File: src/rtl/mem_access_wb_stage_pkg.sv
// Shared encodings for the M-stage memory access and M/W pipeline register.
package mem_access_wb_stage_pkg;

  localparam logic [1:0] SZ_BYTE = 2'd0;
  localparam logic [1:0] SZ_HALF = 2'd1;
  localparam logic [1:0] SZ_WORD = 2'd2;

  typedef enum logic {
    S_IDLE = 1'b0,
    S_WAIT = 1'b1
  } state_t;

  // Size code 3 aliases to word, so anything not byte/half needs word alignment.
  function automatic logic is_misaligned(input logic [1:0] size, input logic [1:0] a);
    case (size)
      SZ_BYTE: is_misaligned = 1'b0;
      SZ_HALF: is_misaligned = a[0];
      default: is_misaligned = |a;
    endcase
  endfunction

endpackage

File: src/rtl/mem_access_wb_stage_load_align_ext.sv
// Combinational load-data lane select and sign/zero extension.
module load_align_ext
  import mem_access_wb_stage_pkg::*;
(
  input  logic [31:0] i_rdata,
  input  logic [1:0]  i_addr,
  input  logic [1:0]  i_size,
  input  logic        i_signed,
  output logic [31:0] o_data
);

  logic [7:0]  w_byte;
  logic [15:0] w_half;

  always_comb begin
    w_byte = i_rdata[{i_addr, 3'b000} +: 8];
    w_half = i_addr[1] ? i_rdata[31:16] : i_rdata[15:0];
    case (i_size)
      SZ_BYTE: o_data = {{24{i_signed & w_byte[7]}}, w_byte};
      SZ_HALF: o_data = {{16{i_signed & w_half[15]}}, w_half};
      default: o_data = i_rdata;
    endcase
  end

endmodule

File: src/rtl/mem_access_wb_stage.sv
// M-stage data-memory access (ready handshake with timeout) and M/W pipeline register.
module mem_access_wb_stage
  import mem_access_wb_stage_pkg::*;
#(
  parameter int unsigned TIMEOUT = 16
)
(
  input  logic        clk,
  input  logic        rst_n,
  input  logic        RegWriteM,
  input  logic        MemtoRegM,
  input  logic        MemReadM,
  input  logic        MemWriteM,
  input  logic [1:0]  MemSizeM,
  input  logic        MemSignedM,
  input  logic [31:0] ALUOutM,
  input  logic [31:0] WriteDataM,
  input  logic [4:0]  WriteRegM,
  output logic        dmem_req,
  output logic        dmem_we,
  output logic [31:0] dmem_addr,
  output logic [3:0]  dmem_be,
  output logic [31:0] dmem_wdata,
  input  logic [31:0] dmem_rdata,
  input  logic        dmem_ready,
  output logic        StallM,
  output logic        RegWriteW,
  output logic        MemtoRegW,
  output logic [31:0] ReadDataW,
  output logic [31:0] ALUOutW,
  output logic [4:0]  WriteRegW,
  output logic        AlignErrW,
  output logic        BusErrW
);

  localparam logic [7:0] TIMEOUT_CNT = 8'(TIMEOUT);

  state_t      r_state, w_state_nx;
  logic [7:0]  r_wcnt, w_wcnt_nx;
  logic        w_mem_op, w_is_load, w_misalign, w_issue, w_timeout;
  logic [31:0] w_ext;

  always_comb begin
    w_mem_op   = MemReadM | MemWriteM;
    w_is_load  = MemReadM & ~MemWriteM;
    w_misalign = w_mem_op & is_misaligned(MemSizeM, ALUOutM[1:0]);
    w_issue    = w_mem_op & ~w_misalign;
    // Gated by rst_n so the bus sees no request while reset is held.
    dmem_req   = rst_n & ((r_state == S_WAIT) | w_issue);
    w_timeout  = (r_state == S_WAIT) & ~dmem_ready & (r_wcnt == TIMEOUT_CNT);
    StallM     = dmem_req & ~dmem_ready & ~w_timeout;
    dmem_addr  = {ALUOutM[31:2], 2'b00};
  end

  always_comb begin
    dmem_we    = 1'b0;
    dmem_be    = '0;
    dmem_wdata = '0;
    if (dmem_req) begin
      dmem_we = MemWriteM;
      case (MemSizeM)
        SZ_BYTE: begin
          dmem_be    = 4'b0001 << ALUOutM[1:0];
          dmem_wdata = {4{WriteDataM[7:0]}};
        end
        SZ_HALF: begin
          dmem_be    = 4'b0011 << {ALUOutM[1], 1'b0};
          dmem_wdata = {2{WriteDataM[15:0]}};
        end
        default: begin
          dmem_be    = 4'b1111;
          dmem_wdata = WriteDataM;
        end
      endcase
    end
  end

  always_comb begin
    w_state_nx = r_state;
    w_wcnt_nx  = r_wcnt;
    case (r_state)
      S_IDLE: begin
        if (dmem_req & ~dmem_ready) begin
          w_state_nx = S_WAIT;
          w_wcnt_nx  = 8'd1;
        end
      end
      S_WAIT: begin
        if (dmem_ready | w_timeout) begin
          w_state_nx = S_IDLE;
          w_wcnt_nx  = '0;
        end else begin
          w_wcnt_nx  = r_wcnt + 8'd1;
        end
      end
      default: begin
        w_state_nx = S_IDLE;
        w_wcnt_nx  = '0;
      end
    endcase
  end

  always_ff @(posedge clk or negedge rst_n) begin
    if (!rst_n) begin
      r_state <= S_IDLE;
      r_wcnt  <= '0;
    end else begin
      r_state <= w_state_nx;
      r_wcnt  <= w_wcnt_nx;
    end
  end

  load_align_ext u_load_align_ext (
    .i_rdata  (dmem_rdata),
    .i_addr   (ALUOutM[1:0]),
    .i_size   (MemSizeM),
    .i_signed (MemSignedM),
    .o_data   (w_ext)
  );

  // While stalled the W stage takes a bubble; data fields keep their last value.
  always_ff @(posedge clk or negedge rst_n) begin
    if (!rst_n) begin
      RegWriteW <= 1'b0;
      MemtoRegW <= 1'b0;
      ReadDataW <= '0;
      ALUOutW   <= '0;
      WriteRegW <= '0;
      AlignErrW <= 1'b0;
      BusErrW   <= 1'b0;
    end else if (StallM) begin
      RegWriteW <= 1'b0;
      MemtoRegW <= 1'b0;
      AlignErrW <= 1'b0;
      BusErrW   <= 1'b0;
    end else begin
      RegWriteW <= RegWriteM & ~w_misalign & ~w_timeout;
      MemtoRegW <= MemtoRegM;
      ReadDataW <= (w_is_load & dmem_req & dmem_ready) ? w_ext : '0;
      ALUOutW   <= ALUOutM;
      WriteRegW <= WriteRegM;
      AlignErrW <= w_misalign;
      BusErrW   <= w_timeout;
    end
  end

endmodule

File: config.mk
export PLATFORM = sky130hd
export DESIGN_NAME = mem_access_wb_stage
export DESIGN_NICKNAME = d
export VERILOG_FILES = /design/src/rtl/mem_access_wb_stage_pkg.sv /design/src/rtl/mem_access_wb_stage_load_align_ext.sv /design/src/rtl/mem_access_wb_stage.sv
export SDC_FILE = /design/constraint.sdc
export NUM_CORES = 1
export LEC_CHECK = 0
export BUFFER_PORTS_ARGS = -buffer_cell sky130_fd_sc_hd__buf_2
export CORE_ASPECT_RATIO = 1.1
export CORE_MARGIN = 1.5
export CORE_UTILIZATION = 33
export DETAILED_ROUTE_END_ITERATION = 10
export MAX_ROUTING_LAYER = met4
export PLACE_DENSITY_LB_ADDON = 0.2
export SKIP_LAST_GASP = 1
export SYNTH_ARGS = -nofsm -noshare
export SYNTH_HDL_FRONTEND = slang
export SYNTH_SLANG_ARGS = --single-unit
File: constraint.sdc
create_clock -name clk -period 1.9 [get_ports clk]
set_input_delay 0 -clock clk [delete_from_list [all_inputs] [get_ports clk]]
set_output_delay 0 -clock clk [all_outputs]
set_load 0.03 [all_outputs]
Word-level counts from Yosys, hierarchy flattened

Cells that the tools add are included.

Add/sub/neg operators: 1
Equal/unequal tests: 3
Shift-type cells: 3
Multiplexer cells: 19
Bitwise operators: 22
Reductions and logical operators: 2

Operators with widths:

| operator            | number |
|---|---|
| $pmux 32 s2         | 2 |
| $mux 32             | 2 |
| $shiftx 32x6->8     | 1 |
| $mux 16             | 1 |
| $mux 8              | 2 |
| $pmux 8 s2          | 1 |
| $and 1x1->1         | 14 |
| $add 8x1->8 const B | 1 |
| $eq 8x5->1 const B  | 1 |
| $pmux 4 s2          | 1 |
| $mux 1              | 7 |
| $not 1->1           | 5 |
| $mux 4              | 1 |
| $pmux 1 s2          | 2 |
| $shl 1x2->4 const A | 1 |
| $shl 2x2->4 const A | 1 |
| $or 1x1->1          | 3 |
| $eq 2x1->1 const B  | 1 |
| $logic_not 2->1     | 1 |
| $ne 2x2->1 const B  | 1 |
| $reduce_or 2->1     | 1 |

Register bits after elaboration: 82
Bits of input ports: 111
Output and inout port bits: 144
Logic and storage cells: 59

Longest topological paths before layout

Gate-level depths: netlist of the first run.

Word-level depth: 10
Depth in mapped cells: 8
Gate-level depth less buffers: 7

Cells and area by module

Synthesis of the first run repeated with hierarchy kept, for this count alone.

Cell total of the unflattened synthesis: 518
Area total of the unflattened synthesis: 4914.7 um^2

Modules (own cells, without submodules):

| module              | times used | cells an instance | area each (um^2) | sequential area each (um^2) |
|---|---|---|---|---|
| mem_access_wb_stage | 1          | 395               | 4209.0           | 2052.0 |
| load_align_ext      | 1          | 123               | 705.7            | 0.0 |

Worst setup path before layout of the first run

No wires, ideal clock.

Path kind: reg-to-reg
Start: register r_wcnt[3]
End: register ReadDataW[7]
Setup time: 0.145 ns
Arrival: 1.919 ns
Data required time: 1.755 ns
Path slack: -0.164 ns
Cell stages (with the launch flop): 7
Buffers on the path: 1
Period minus slack after synthesis: 2.064 ns
Cells stage by stage: dfrtp_1 > or4b_4 > nor3_2 > a211oi_2 > clkbuf_1 > a32oi_1 > o31ai_1

Longest elaborated chain between the ends: 4

RTL lines:

| what                   | RTL line                   | source |
|---|---|---|
| from (decl)            | mem_access_wb_stage.sv:39  | `logic [7:0] r_wcnt, w_wcnt_nx;` |
| from (signal assigned) | mem_access_wb_stage.sv:109 | `r_wcnt <= w_wcnt_nx;` |
| $eq 8x5->1             | mem_access_wb_stage.sv:50  | `w_timeout = (r_state == S_WAIT) & ~dmem_ready & (r_wcnt == TIMEOUT_CNT);` |
| $and 1x1->1            | mem_access_wb_stage.sv:50  |  |
| $not 1->1              | mem_access_wb_stage.sv:51  | `StallM = dmem_req & ~dmem_ready & ~w_timeout;` |
| $and 1x1->1            | mem_access_wb_stage.sv:51  |  |
| via StallM             | mem_access_wb_stage.sv:26  | `output logic StallM,` |
| to (signal assigned)   | mem_access_wb_stage.sv:139 | `ReadDataW <= (w_is_load & dmem_req & dmem_ready) ? w_ext : '0;` |
| to (decl)              | mem_access_wb_stage.sv:29  | `output logic [31:0] ReadDataW,` |

The timed path passes the listed nets, and every way through them passes these cells.
A chain may end at the register's enable or synchronous reset.

Final worst setup path of the first run

Start: register r_wcnt[3]
End: register ReadDataW[28]

Longest elaborated chain between the ends: 4

RTL lines:

| what        | RTL line |
|---|---|
| $eq 8x5->1  | mem_access_wb_stage.sv:50 |
| $and 1x1->1 | mem_access_wb_stage.sv:50 |
| $not 1->1   | mem_access_wb_stage.sv:51 |
| $and 1x1->1 | mem_access_wb_stage.sv:51 |

No other way between the ends.

==> results of run 1 <==
[synth_stat cells (all sizes together), types with 5 or more instances]
cell and instances:
buf 53, a211oi 16, mux2i 25, mux2 38
a22o 7, a221o 17, dfrtp 82, nor2 44
nand2 29, a21oi 29, o21ai 29, nand3 16
o31ai 5, a32o 8, clkbuf 10, inv 9
nand2b 6, and2 8
[per-layer routing]
layer,track usage (%),part of all wire (%),up-vias
met2,40.1,52,265
met4,8.61,2.4,0
met1,25.5,38,2288
li1,-,-,2260
met5,-,0,-
met3,4.32,7.4,33
[kinds of logic after synthesis]
family | count (synthesis)
AO/OA/AOI/OAI | 121
adder cells (fa/ha/maj) | 2
buffers and inverters | 72
multiplexers | 63
XOR/XNOR | 1
AND/OR/NAND/NOR | 121
other | 1
flip-flops | 82
[worst min-delay path, delay by kind of cell]
family	cells	cell delay, ns
buf+inv	1	0.09
compound gates	2	0.23
[path summary, 6_finish.rpt]
path                                     from            end  cells past startpoint
min in group asynchronous               rst_n   ReadDataW[7]                      2
worst min register to register   ReadDataW[1]   ReadDataW[1]                      2
worst min-delay path            dmem_rdata[6]   ReadDataW[6]                      3
worst max register to register      r_wcnt[3]  ReadDataW[28]                      5
max in group asynchronous               rst_n   ReadDataW[8]                      4
worst max-delay path                r_wcnt[3]  ReadDataW[28]                      5
[what timing repair did]
action / 4_1_cts / 5_1_grt
pin swaps: 7 / 6
setup buffers: 3 / 4
gates cloned: 4 / 1
hold buffers: 61 / 0
endpoints found under the setup margin: 63 / 105
resized for setup: 26 / 67
hold endpoints to repair: 112 / 0
[state kept, by name (all words and copies together) (netlist names)]
name,count
ReadDataW,32
ALUOutW,32
r_wcnt,8
BusErrW,1
MemtoRegW,1
RegWriteW,1
AlignErrW,1
WriteRegW,5
r_state,1
[area by class of cell]
type,count,area [µm²],share of cell area [%]
multi-input cells,310,2330,31.7
flip-flops and latches,82,2050,28.0
well taps,188,235,3.21
clock inverters,6,48.8,0.666
repair buffers,353,2380,32.5
inverters,9,37.5,0.512
clock buffers,10,239,3.26
repair inverters,1,7.51,0.102
[metrics by stage]
| stage | util [%] | hold WS, ns |
|---|---|---|
| finish | 53.4 | 0.0286 |
| global route | 53.4 | 0.0419 |
| CTS | 51.5 | 0.0173 |
| detailed placement | 43.9 | -0.168 |
| global placement | 43.9 | -0.173 |
| floorplan | - | -0.296 |
[power by group]
part / total, µW / switching (µW) / internal, µW
clock network: 1660 / 727 / 932
logic: 1510 / 894 / 615
registers: 1890 / 51.1 / 1840
==> qor.csv, run 1 <==
stage,metric,value,unit
setup_path,"critical path, cell by cell",or4b_4 -> nor3_4 -> a211oi_4 -> buf_12 -> a221o_1,
setup_path,CP max-delay cell,or4b_4,
sta,Worst-Margin Slew,0.863,ns
sta,"Slew Viols, Final",0,
clock_tree,sink count of the clock tree,82,
placement,Port-buffer cells,252,
routing,Final ANT Viol Nets,0,
global_route,grt ovf,0,
cells_and_area,FILL cells,1277,
clock_tree,CTS tree,yes,
routing,# DRC,0,
logic_synthesis,portion of netlist area occupied by mux cells,14.7,%
global_route,global-route wire length before repair,25.2,mm
die,Initial Util,33.7,%
placement,DP Area,6030,µm²
power,peak supply drop,0.000381,V
cells_and_area,"most common cell after layout, fill and taps aside",buf_2,
cells_and_area,layout cell share with drive strength beyond 1,45.8,%
sta,Rel. slew slack,42.3,%
routing,Final Routed Wirelength,16.8,mm
routing,Avg Vias per Cell,5.05,
logic_synthesis,sequential area share after synthesis,44.3,%
setup_path,Worst setup EP type,flop,
setup_path,"reg-to-reg slack, setup",-0.09,ns
sta,Worst Skew,0.0104,ns
die,DIE AREA,14700,µm²
die,die width,116,µm
global_route,vias in the first global route,4781,
setup_path,CP Data Arrival Time,2.21,ns
logic_synthesis,largest family of logic cells by synthesized area,compound AO/OA/AOI/OAI gates,
global_route,largest net degree at the start of global routing,53,
cells_and_area,fin nets,879,
setup_path,WP buf/inv,1,
power,Pwr Total,5060,µW
logic_synthesis,share of the synthesized area in the top cell type,44.3,%
logic_synthesis,Synth Area in Simple Gates,12.6,%
logic_synthesis,Mapped Cells,463,
power,LEAKAGE,0.00369,µW
logic_synthesis,post-synthesis adder-cell area fraction,0.541,%
sta,final setup fails,61,
die,I/O Pins,255,
clock_tree,"Clk pin slew, worst setup/hold paths",0.06,ns
logic_synthesis,cell taking the most area after synthesis,dfrtp_1,
cells_and_area,synth-to-layout area growth,58.4,%
placement,RD Place Congestion,0.911,
routing,drt initial violations,289,
clock_tree,clock root buffer,clkbuf_16,
setup_path,crit start category,flop,
sta,Final period util,105,%
die,row cnt,45,
routing,WL per Instance,17.5,µm
clock_tree,CTS Buffer Depth,2,
logic_synthesis,post-synthesis area per instance,10.0,µm²
logic_synthesis,xor and xnor area share after synthesis,0.189,%
outcome,failing checks,negative setup slack,
placement,dpl ws,-0.0567,ns
logic_synthesis,Synth Area in Compound Gates,18.5,%
outcome,status,"complete, but fails checks",
logic_synthesis,flop and latch count out of synthesis,82,
sta,TNS Setup,-2.92,ns
routing,Vias,4846,
setup_path,slowest cell delay on critical path,0.58,ns
sta,Final Critical Period,1.99,ns
routing,TritonRoute pass-1 iters,5,
clock_tree,Worst-Skew Late Latency,0.34,ns
sta,FMAX,0.502,GHz
global_route,total track usage,22.8,%
cells_and_area,antenna cell count,0,
setup_path,critical path class,flop to flop,
sta,"Hold Vio Cnt, Final",0,
job,max-cap violation count,0,
die,total core area,13700,µm²
sta,Final WS setup,-0.0916,ns
cells_and_area,most frequent cells in the layout,"buf_2 (233), dfrtp_1 (81), dlygate4sd3_1 (61), nor2_1 (38), buf_4 (34)",
cells_and_area,Finished Layout Cells,959,
logic_synthesis,post-synth cell types,47,
logic_synthesis,Post-synth top flop,dfrtp_1,
global_route,initial antenna violation count,0,
setup_path,Crit Path Max Fanout,51,
logic_synthesis,"EDFF count, synth",0,
logic_synthesis,Area contributors post-synth,"dfrtp_1 (44%), mux2_1 (8.5%), mux2i_1 (5.4%), buf_4 (5.4%), a221o_1 (3.7%)",
die,Die Y,127,µm
logic_synthesis,Synthesis Warnings,0,
clock_tree,H-tree depth,3,
setup_path,CP required,2.12,ns
logic_synthesis,ys async rst share,100,%
power,Power Density,691,nW/µm²
cells_and_area,post-route cell area,7330,µm²
min_path,Worst Hold Class,primary input to flop,
placement,post-DP HPWL,11.5,mm
setup_path,family with the most delay on the worst path,simple AND/OR/NAND/NOR gates,
placement,Placed Cells incl. Taps,870,
logic_synthesis,Post-Syn Area,4630,µm²
clock_tree,Num CTS Buffers,9,
sta,unrepaired setup endpoints after global routing,yes,
Power figures use the tool's default switching activity.
==> inputs of run 2 (changes only) <==
--- a/config.mk
+++ b/config.mk
@@ -5,11 +5,11 @@
 export SDC_FILE = /design/constraint.sdc
 export NUM_CORES = 1
 export LEC_CHECK = 0
-export BUFFER_PORTS_ARGS = -buffer_cell sky130_fd_sc_hd__buf_2
 export CORE_ASPECT_RATIO = 1.1
 export CORE_MARGIN = 1.5
 export CORE_UTILIZATION = 33
 export DETAILED_ROUTE_END_ITERATION = 10
+export DONT_BUFFER_PORTS = 1
 export MAX_ROUTING_LAYER = met4
 export PLACE_DENSITY_LB_ADDON = 0.2
 export SKIP_LAST_GASP = 1
==> run 2 against run 1 <==
Against the previous run: the flow finishes with violations (negative hold slack, negative setup slack); via count decreased by 16%; first-iteration DRC count increased by 10%; sequential cell count unchanged; final cell count decreased by 23%; cell area decreased by 16%; global-route usage decreased by 1.2 points; critical path depth unchanged; non-clock buffer count decreased by 220; clock power about the same; wire length decreased by 6.1%; largest power group unchanged; highest routed layer unchanged.
==> qor.csv, run 2 (synthesis gave the netlist of run 1 again) <==
stage,metric,value,unit,change
outcome,status,"complete, but fails checks",,unchanged
outcome,failing checks,"negative hold slack, negative setup slack",,was negative setup slack
sta,"Slew Viols, Final",0,,unchanged
setup_path,Worst setup EP type,flop,,unchanged
cells_and_area,synth-to-layout area growth,32.7,%,was 58.4%
routing,Avg Vias per Cell,5.50,,was 5.05
global_route,grt ovf,0,,unchanged
placement,Placed Cells incl. Taps,634,,was 870
setup_path,CP required,2.11,ns,was 2.12 ns
setup_path,CP max-delay cell,or4b_4,,unchanged
sta,final setup fails,35,,was 61
power,LEAKAGE,0.00267,µW,was 0.00369 µW
routing,met1 WL,5.62,mm,was 6.45 mm
die,total core area,13700,µm²,unchanged
min_path,Worst Hold Class,primary input to async pin,,was primary input to flop
routing,Final Routed Wirelength,15.8,mm,was 16.8 mm
die,I/O Pins,255,,unchanged
placement,Port-buffer cells,0,,was 252
sta,FMAX,0.504,GHz,was 0.502 GHz
global_route,largest net degree at the start of global routing,86,,was 53
sta,Worst-Margin Slew,0.957,ns,was 0.863 ns
routing,# DRC,0,,unchanged
cells_and_area,Finished Layout Cells,741,,was 959
die,Die Y,127,µm,unchanged
setup_path,RR Endpoint,ReadDataW[24],,was ReadDataW[28]
sta,unrepaired setup endpoints after global routing,yes,,unchanged
clock_tree,sink count of the clock tree,82,,unchanged
cells_and_area,top flop regs,"ALUOutW x32, ReadDataW x32, r_wcnt x8",,unchanged
routing,WL per Instance,21.3,µm,was 17.5 µm
clock_tree,CTS Hold Buffers Added,81,,was 61
routing,Vias,4079,,was 4846
routing,TritonRoute pass-1 iters,5,,unchanged
sta,Rel. slew slack,36.0,%,was 42.3%
clock_tree,CTS Buffer Depth,2,,unchanged
placement,DP Area,4870,µm²,was 6030 µm²
cells_and_area,"most common cell after layout, fill and taps aside",dfrtp_1,,was buf_2
global_route,initial antenna violation count,2,,was 0
placement,RD Place Congestion,0.917,,was 0.911
setup_path,slowest cell delay on critical path,0.56,ns,was 0.58 ns
setup_path,"critical path, cell by cell",or4b_4 -> nor3_4 -> a211oi_4 -> buf_12 -> a221o_1,,unchanged
die,die width,116,µm,unchanged
setup_path,critical path class,flop to flop,,unchanged
global_route,total track usage,21.6,%,was 22.8%
cells_and_area,most frequent cells in the layout,"dfrtp_1 (82), dlygate4sd3_1 (81), buf_4 (44), nor2_1 (43), mux2_1 (35)",,"was buf_2 (233), dfrtp_1 (81), dlygate4sd3_1 (61), nor2_1 (38), buf_4 (34)"
clock_tree,Num CTS Buffers,9,,unchanged
cells_and_area,fin nets,659,,was 879
die,Initial Util,33.7,%,unchanged
clock_tree,"Clk pin slew, worst setup/hold paths",0.06,ns,about the same
power,Power Density,753,nW/µm²,was 691 nW/µm²
cells_and_area,layout cell share with drive strength beyond 1,16.5,%,was 45.8%
clock_tree,CTS tree,yes,,unchanged
global_route,vias in the first global route,4139,,was 4781
power,peak supply drop,0.000394,V,was 0.000381 V
setup_path,start of the worst register-to-register path,r_wcnt[3],,unchanged
job,max-cap violation count,0,,unchanged
setup_path,CP Data Arrival Time,2.19,ns,was 2.21 ns
clock_tree,clock root buffer,clkbuf_16,,unchanged
clock_tree,Worst-Skew Late Latency,0.33,ns,was 0.34 ns
die,DIE AREA,14700,µm²,unchanged
die,row cnt,45,,unchanged
setup_path,Crit Path Max Fanout,46,,was 51
placement,post-DP HPWL,10.3,mm,was 11.5 mm
global_route,global-route wire length before repair,23.5,mm,was 25.2 mm
sta,Worst Skew,0.0155,ns,was 0.0104 ns
sta,Final Critical Period,1.99,ns,about the same
sta,hold_ws,-0.636,ns,was 0.0286 ns
sta,Final WS setup,-0.0859,ns,was -0.0916 ns
routing,max layer used,met4,,unchanged
sta,Final period util,105,%,about the same
routing,drt initial violations,319,,was 289
routing,Final ANT Viol Nets,0,,unchanged
setup_path,crit start category,flop,,unchanged
sta,"Hold Vio Cnt, Final",82,,was 0
routing,WL met3,1.37,mm,was 1.24 mm
clock_tree,H-tree depth,3,,unchanged
setup_path,worst r2r path cells,5,,unchanged
setup_path,"reg-to-reg slack, setup",-0.09,ns,about the same
cells_and_area,post-route cell area,6140,µm²,was 7330 µm²
routing,wire length on met2,8.43,mm,was 8.72 mm
## run 2: report_power, final
group	switching, µW	total [µW]	internal (µW)
Clock	685	1680	993
Combinational	438	869	432
Sequential	235	2080	1840
Total	1360	4620	3270
## run 2: worst max-delay path, delay by kind of cell (launching register included)
| kind | cells | cell delay, ns |
|---|---|---|
| and+or+nand+nor | 2 | 0.74 |
| AOI/OAI and AO/OA | 2 | 0.50 |
| DFF | 1 | 0.38 |
| buffers and inverters | 1 | 0.21 |
## run 2: timing repair
| action | in CTS | in global routing |
|---|---|---|
| cloned | 1 | 1 |
| endpoints found under the setup margin | 82 | 95 |
| setup buffers | 3 | 3 |
| pin swaps | 1 | 4 |
| hold endpoints to repair | 157 | 82 |
| gates resized for setup | 22 | 8 |
## run 2: how the worst max path moves through the flow
stage	startpoint	slack (ns)	end
after floorplan	r_wcnt[3]	-0.0003	r_wcnt[5]
final	r_wcnt[3]	-0.09	ReadDataW[24]
after CTS	r_wcnt[3]	-0.08	ReadDataW[24]
after global routing	r_wcnt[5]	-0.16	ReadDataW[24]
after global placement	r_wcnt[3]	-0.01	ALUOutW[18]
after detailed placement	r_wcnt[1]	-0.09	ALUOutW[22]
## run 2: cell type report
| class | instances | area (µm²) |
|---|---|---|
| Multi-Input combinational cell | 310 | 2220 |
| Clock inverter | 3 | 22.5 |
| Fill cell | 1325 | 7600 |
| Timing Repair Buffer | 133 | 1290 |
| Clock buffer | 13 | 270 |
| Sequential cell | 82 | 2050 |
| Antenna cell | 2 | 5.00 |
| Tap cell | 188 | 235 |
| Inverter | 9 | 37.5 |
| Timing Repair inverter | 1 | 7.51 |
## run 2: stage by stage
step	util (%)	power [µW]	TNS, ns	setup slack [ns]
floorplan	-	2720	-0.000311	-0.000311
global placement	35.5	2740	-0.179	-0.0107
detailed placement	35.5	2750	-2.28	-0.0934
CTS	44.3	4650	-1.59	-0.0772
global route	44.7	4830	-6.90	-0.161
finish	44.7	4620	-1.52	-0.0859
## run 2: routing by layer
layer	track usage, %	vias to the layer above
li1	-	1814
met1	22.4	1990
met2	38.8	246
met3	5.83	29
met4	8.18	0
met5	-	-
